==> config.mk <==
export PLATFORM = sky130hd
export DESIGN_NAME = btn_debounce_pulse
export DESIGN_NICKNAME = d
export VERILOG_FILES = /design/src/rtl/btn_debounce_pulse.sv
export SDC_FILE = /design/constraint.sdc
export NUM_CORES = 1
export LEC_CHECK = 0
export CAP_MARGIN = 20
export CORE_MARGIN = 5
export CORE_UTILIZATION = 57
export DETAILED_ROUTE_END_ITERATION = 10
export GPL_ROUTABILITY_DRIVEN = 0
export PLACE_DENSITY = 0.77
export SYNTH_ARGS = -nofsm -noshare
export SYNTH_HDL_FRONTEND = slang
export SYNTH_SLANG_ARGS = --single-unit
==> constraint.sdc <==
create_clock -name clk -period 2.4 [get_ports clk]
set_input_delay 0.36 -clock clk [delete_from_list [all_inputs] [get_ports clk]]
set_output_delay 0.36 -clock clk [all_outputs]
set_load 0.05 [all_outputs]
==> src/rtl/btn_debounce_pulse.sv <==
// Push-button front end: 2-FF synchroniser, per-channel debounce FSM,
// single-cycle press pulse and one-shot long_press pulse per hold.
module btn_debounce_pulse #(
   parameter int N_BTN        = 4,
   parameter int DEBOUNCE_CYC = 20000,
   parameter int LONG_CYC     = 1000000,
   parameter bit ACTIVE_LOW   = 1'b1
) (
   input  logic             clk,
   input  logic             n_reset,
   input  logic [N_BTN-1:0] btn_raw,
   output logic [N_BTN-1:0] press,
   output logic [N_BTN-1:0] long_press,
   output logic [N_BTN-1:0] level
);

   localparam int            CW       = $clog2(LONG_CYC + 1);
   localparam logic [CW-1:0] ONE      = CW'(1);
   localparam logic [CW-1:0] DEB_LAST = CW'(DEBOUNCE_CYC - 1);
   localparam logic [CW-1:0] LONG_MAX = CW'(LONG_CYC);
   localparam logic [CW-1:0] LONG_PRE = CW'(LONG_CYC - 1);
   localparam logic          REL_RAW  = ACTIVE_LOW;

   typedef enum logic [1:0] {RELEASED, ARMING, PRESSED, DISARMING} state_t;

   for (genvar i = 0; i < N_BTN; i++) begin : gen_ch
      logic          sync0, sync1, p;
      state_t        state_q, state_d;
      logic [CW-1:0] cnt_q, cnt_d, hc_q, hc_d;
      logic          press_q, press_d, long_q, long_d, level_q, level_d;

      // Synchroniser resets to the released pad level so a held button
      // looks like a fresh press once reset is lifted.
      always_ff @(posedge clk or negedge n_reset) begin
         if (!n_reset) begin
            sync0 <= REL_RAW;
            sync1 <= REL_RAW;
         end else begin
            sync0 <= btn_raw[i];
            sync1 <= sync0;
         end
      end

      assign p = sync1 ^ ACTIVE_LOW;

      always_comb begin
         state_d = state_q;
         cnt_d   = cnt_q;
         hc_d    = hc_q;
         press_d = 1'b0;
         long_d  = 1'b0;
         level_d = level_q;
         case (state_q)
            RELEASED: begin
               level_d = 1'b0;
               hc_d    = '0;
               if (p) begin
                  state_d = ARMING;
                  cnt_d   = ONE;
               end
            end
            ARMING: begin
               if (!p) begin
                  state_d = RELEASED;
                  cnt_d   = '0;
               end else if (cnt_q == DEB_LAST) begin
                  state_d = PRESSED;
                  cnt_d   = '0;
                  press_d = 1'b1;
                  level_d = 1'b1;
               end else begin
                  cnt_d = cnt_q + ONE;
               end
            end
            PRESSED: begin
               level_d = 1'b1;
               if (!p) begin
                  state_d = DISARMING;
                  cnt_d   = ONE;
               end else if (hc_q != LONG_MAX) begin
                  // hc saturates at LONG_MAX, so long_press fires once per hold
                  hc_d   = hc_q + ONE;
                  long_d = (hc_q == LONG_PRE);
               end
            end
            DISARMING: begin
               if (p) begin
                  state_d = PRESSED;
                  cnt_d   = '0;
               end else if (cnt_q == DEB_LAST) begin
                  state_d = RELEASED;
                  cnt_d   = '0;
                  hc_d    = '0;
                  level_d = 1'b0;
               end else begin
                  cnt_d = cnt_q + ONE;
               end
            end
            default: state_d = RELEASED;
         endcase
      end

      always_ff @(posedge clk or negedge n_reset) begin
         if (!n_reset) begin
            state_q <= RELEASED;
            cnt_q   <= '0;
            hc_q    <= '0;
            press_q <= 1'b0;
            long_q  <= 1'b0;
            level_q <= 1'b0;
         end else begin
            state_q <= state_d;
            cnt_q   <= cnt_d;
            hc_q    <= hc_d;
            press_q <= press_d;
            long_q  <= long_d;
            level_q <= level_d;
         end
      end

      assign press[i]      = press_q;
      assign long_press[i] = long_q;
      assign level[i]      = level_q;
   end

endmodule

Word-level counts from Yosys, hierarchy flattened
Index checks and enable logic that the tools add are counted.

Bits in registers: 188. Bits of input ports: 6. Output and inout bits: 12. Word-level logic and storage cells: 244.

$add $sub $neg: 8. Equality and inequality tests: 64. Multiplexer cells: 116. Reductions and logical operators: 24.

Operators with widths (number): 20-bit two-way mux (36); 20-bit one-hot mux with 4 select lines (4); 20-bit one-hot mux with 3 select lines (4); 20-bit by 1-bit adder with 20-bit output, second input constant (8); 20-bit by 15-bit == test with 1-bit output, second input constant (4); 20-bit == test, second input constant (4); 20-bit inequality test, second input constant (4); 2-bit inequality test, second input constant (32); 2-bit two-way mux (24); 1-bit two-way mux (40); 2-bit one-hot mux with 4 select lines (4); 4-bit AND reduction (8); 3-bit inequality test, second input constant (8); 5-bit AND reduction (4); 2-bit == test, second input constant (8); 1-bit one-hot mux with 4 select lines (4); 3-bit nonzero test (4); 2-bit by 1-bit == test with 1-bit output, second input constant (4); 2-bit zero test (4); 2-bit AND reduction (4).

Logic depth before layout (Yosys ltp)
Word-level depth: 4. Mapped depth: 10.

Worst setup path before layout
OpenSTA, ideal clock, no wires.

Path type: register to register. Start point: reg gen_ch[2].cnt_q[0]. End point: reg gen_ch[2].hc_q[11]. Setup time: 0.069 ns. Data arrival time: 2.497 ns. Required time: 2.331 ns. Slack: -0.166 ns. Cell stages (with the launch flop): 8. Buffers on the path: 1. Period minus slack after synthesis: 2.566 ns. Path through: dfrtp_1 > ha_1 > or4b_1 > or4_4 > o21a_1 > buf_6 > or4b_1 > nand3_1.

Longest elaborated chain between the ends: 3.

RTL lines: start: declaration (line 29) `logic [CW-1:0] cnt_q, cnt_d, hc_q, hc_d;`; start signal: assignment (line 113) `cnt_q <= cnt_d;`; 20-bit by 15-bit == test with 1-bit output (line 90) `end else if (cnt_q == DEB_LAST) begin`; 2-bit inequality test (no line); 5-bit AND reduction (no line); end signal: assignment (line 107) `hc_q <= '0;`; end signal: assignment (line 114) `hc_q <= hc_d;`; end: declaration (line 29).

Every way passes these cells. A chain may end at the register's enable or synchronous reset.

Worst setup path after layout
Start point: reg gen_ch[2].cnt_q[1]. End point: reg gen_ch[2].hc_q[17].

Same word-level chain as after synthesis.

==> results.json <==
{
  "num_io_pins": 18,
  "synth_seq_area_share_pct": 44.0,
  "finalHoldViolations": 0,
  "flow.area_growth_from_synthesis_pct": 15.7,
  "tmin_final_ns": 2.45,
  "post_placement_worst_setup_slack_ns": -0.224,
  "via_per_inst": 6.06,
  "critical_path.reg2reg.endpoint": "gen_ch[2].hc_q[17]",
  "drc": 0,
  "cts-htree-levels": 4,
  "clock_tree.root_cell": "sky130_fd_sc_hd__clkbuf_16",
  "dp_hpwl_mm": 15.9,
  "timing.fmax_mhz": 408,
  "routed_wl_mm": 23.8,
  "cp_max_fo": 8,
  "start_util_pct": 57.5,
  "vert_die_dim_microns": 147,
  "placed_cell_area_sq_um": 11700,
  "tightest_slew_ns": 0.585,
  "finish.net_count": 1338,
  "vias_in_the_first_global_route": 8873,
  "synth_edf_count": 0,
  "drv_cap": 0,
  "critPathMaxStageDelay_ns": 0.53,
  "final_design_area_no_fill_sq_um": 12400,
  "global_route.overflow_total": 0,
  "ys.flop_type": "sky130_fd_sc_hd__dfrtp_1",
  "placement.io_buffers": 17,
  "synth-seq-cells": 188,
  "crit_slowest_cell": "sky130_fd_sc_hd__or4_4",
  "irDropWorstVdd_mv": 0.542,
  "die_w_microns": 147,
  "power.density_cell_area_nw_per_um2": 878,
  "vias": 9387,
  "final_critical_path_setup_slack_ns": -0.0493,
  "antenna_found_initial": 0,
  "clk_path_buf_depth": 2,
  "netlist_area_sq_um": 10700,
  "mostFrequentLayoutCells": "sky130_fd_sc_hd__dfrtp_1, sky130_fd_sc_hd__nand2_1, sky130_fd_sc_hd__o21ai_0",
  "dp.cells": 1507,
  "violated_checks": "setup timing",
  "post-layout-total-power_uw": 10900,
  "crit_path_end_kind": "flop",
  "grt_max_degree": 67,
  "first_iter_violations": 657,
  "worst_clock_skew_ns": 0.00984,
  "timing.hold.worst.class": "in2reg",
  "clock_latency_on_the_worst_skew_pair_ns": 0.43,
  "outcome": "finished, violations left",
  "worst_slew_margin_rel_pct": 60.7,
  "core_area_sq_um": 18600,
  "synth_warnings": 0,
  "grt_first_pass_wirelength_mm": 41.5,
  "antenna_violating_nets_remaining": 0,
  "post_synth_num_cell_types": 60,
  "rows": 50,
  "mostFrequentLayoutCell": "sky130_fd_sc_hd__dfrtp_1",
  "grt_usage_pct": 22.5,
  "post_synth_inst_count": 1226,
  "rr_worst_depth": 6,
  "wl_per_cell_microns": 15.3,
  "critical_path_launch_point": "gen_ch[2].cnt_q[1]",
  "slew_viol_final": 0,
  "critPathRequiredTime_ns": 2.76,
  "cts.reportedPaths.clkPinSlew_ns": 0.07,
  "syn_avg_cell_area_sq_um": 8.75,
  "worstSetupPathType": "reg2reg",
  "unrepaired_setup_endpoints_after_global_routing": "true",
  "antennaDiodeCount": 0,
  "finalSetupViolCount": 8,
  "timing.reg2reg.setup_slack_ns": -0.05,
  "cp-start-kind": "flop",
  "tritoncts_clock_tree": "done",
  "tritoncts.num_buffers": 17,
  "critPathArrivalTime_ns": 2.81,
  "synth_nets": 1262,
  "worstPathCellList": "ha_2 > or4b_4 > or4_4 > o21a_4 > or4b_1 > nand3_1",
  "async_flop_share_pct": 100,
  "rr_startpoint": "gen_ch[2].cnt_q[1]",
  "p_leak_uw": 0.00519,
  "capture_point_of_the_worst_path": "gen_ch[2].hc_q[17]",
  "drt_pass1_iterations": 5,
  "numClockSinks": 188,
  "post-route-period-util_pct": 102,
  "die_area_sq_um": 21700,
  "instances_no_fill": 1549,
  "share_of_cells_above_drive_strength_1_pct": 13.8
}
==> worst max-delay path, delay by kind of cell (launching register included) <==
| family | cells | cell delay [ns] |
|---|---|---|
| AND/OR/NAND/NOR | 4 | 1.56 |
| flip-flops | 1 | 0.36 |
| AO/OA/AOI/OAI | 1 | 0.27 |
| adder cells (fa/ha/maj) | 1 | 0.18 |
==> cell type report <==
class / instances / area (sq um)
flip-flops and latches: 188 / 4710
well taps: 234 / 293
fillers: 1500 / 6240
inverters: 34 / 128
repair buffers: 125 / 1050
clock inverters: 11 / 93.8
multi-input cells: 936 / 5660
clock buffers: 21 / 470
==> worst min-delay path by stage <==
stage	from	endpoint	slack (ns)	depth (start not counted)
6_report	btn_raw[3]	gen_ch[3].sync0	0.33	1
5_1_grt	btn_raw[3]	gen_ch[3].sync0	0.29	1
4_1_cts	btn_raw[2]	gen_ch[2].sync0	0.31	1
3_5_place_dp	gen_ch[1].sync0	gen_ch[1].sync1	0.35	0
3_3_place_gp	gen_ch[0].sync0	gen_ch[0].sync1	0.35	0
2_1_floorplan	n_reset	asynchronous set/reset pin	0.06	0
==> sequential cells by signal, indices dropped and copies added (netlist names), named ones only <==
| name | flops |
|---|---|
| gen_ch.hc_q | 80 |
| gen_ch.sync1 | 4 |
| gen_ch.long_q | 4 |
| gen_ch.cnt_q | 80 |
| gen_ch.press_q | 4 |
| gen_ch.sync0 | 4 |
| gen_ch.state_q | 4 |
| gen_ch.level_q | 4 |
==> per-layer routing <==
layer  part of all wire (%)  GRT usage, %
met3                    3.8          4.23
met2                     48          37.1
met1                     47          31.0
met5                      0             0
met4                    1.1          5.73
==> power by group <==
group          switching (uW)  internal [uW]
Sequential                223           3400
Combinational            2760           1780
Clock                    1220           1500
==> synthesized netlist by cell type, drive strengths merged, types with 30 or more instances <==
master / n / area share, %
ha: 30 / 3.5
clkbuf: 56 / 2.0
nand2: 161 / 5.6
nand4: 44 / 2.6
nor2: 93 / 3.3
dfrtp: 180 / 42
o21ai: 116 / 5.4
a21oi: 38 / 1.8
a31oi: 31 / 1.8
nand3: 88 / 4.1
nor3: 34 / 1.7
xnor2: 39 / 3.2
and3: 34 / 2.0
inv: 34 / 1.2
==> logic make-up (layout without fill, tap and decap cells) <==
family          Yosys count  in the layout  synth area share (%)
simple gates            583            583                  28.2
compound gates          261            262                  15.0
flops                   188            188                  44.0
buf+inv                 103            191                  4.10
xor+xnor                 44             44                  3.59
fa+ha+maj                30             30                  3.50
mux                      17             17                  1.63
==> what timing repair did <==
item	CTS	global route
pin swaps	1	4
cloned	1	0
hold endpoints to repair	62	0
setup buffers	6	2
gates resized for setup	6	15
setup endpoints to repair	23	28
hold buffers	1	0
==> metrics by stage <==
step                      utilization (%)  setup TNS [ns]  hold WS, ns
after global placement               62.6           -1.52        0.345
after CTS                            66.1          -0.281        0.314
final                                66.5          -0.222        0.326
after detailed placement             62.7           -2.88        0.350
after floorplan                         -           -1.11       0.0644
after global routing                 66.5          -0.855        0.294
Power figures use the tool's default switching activity.
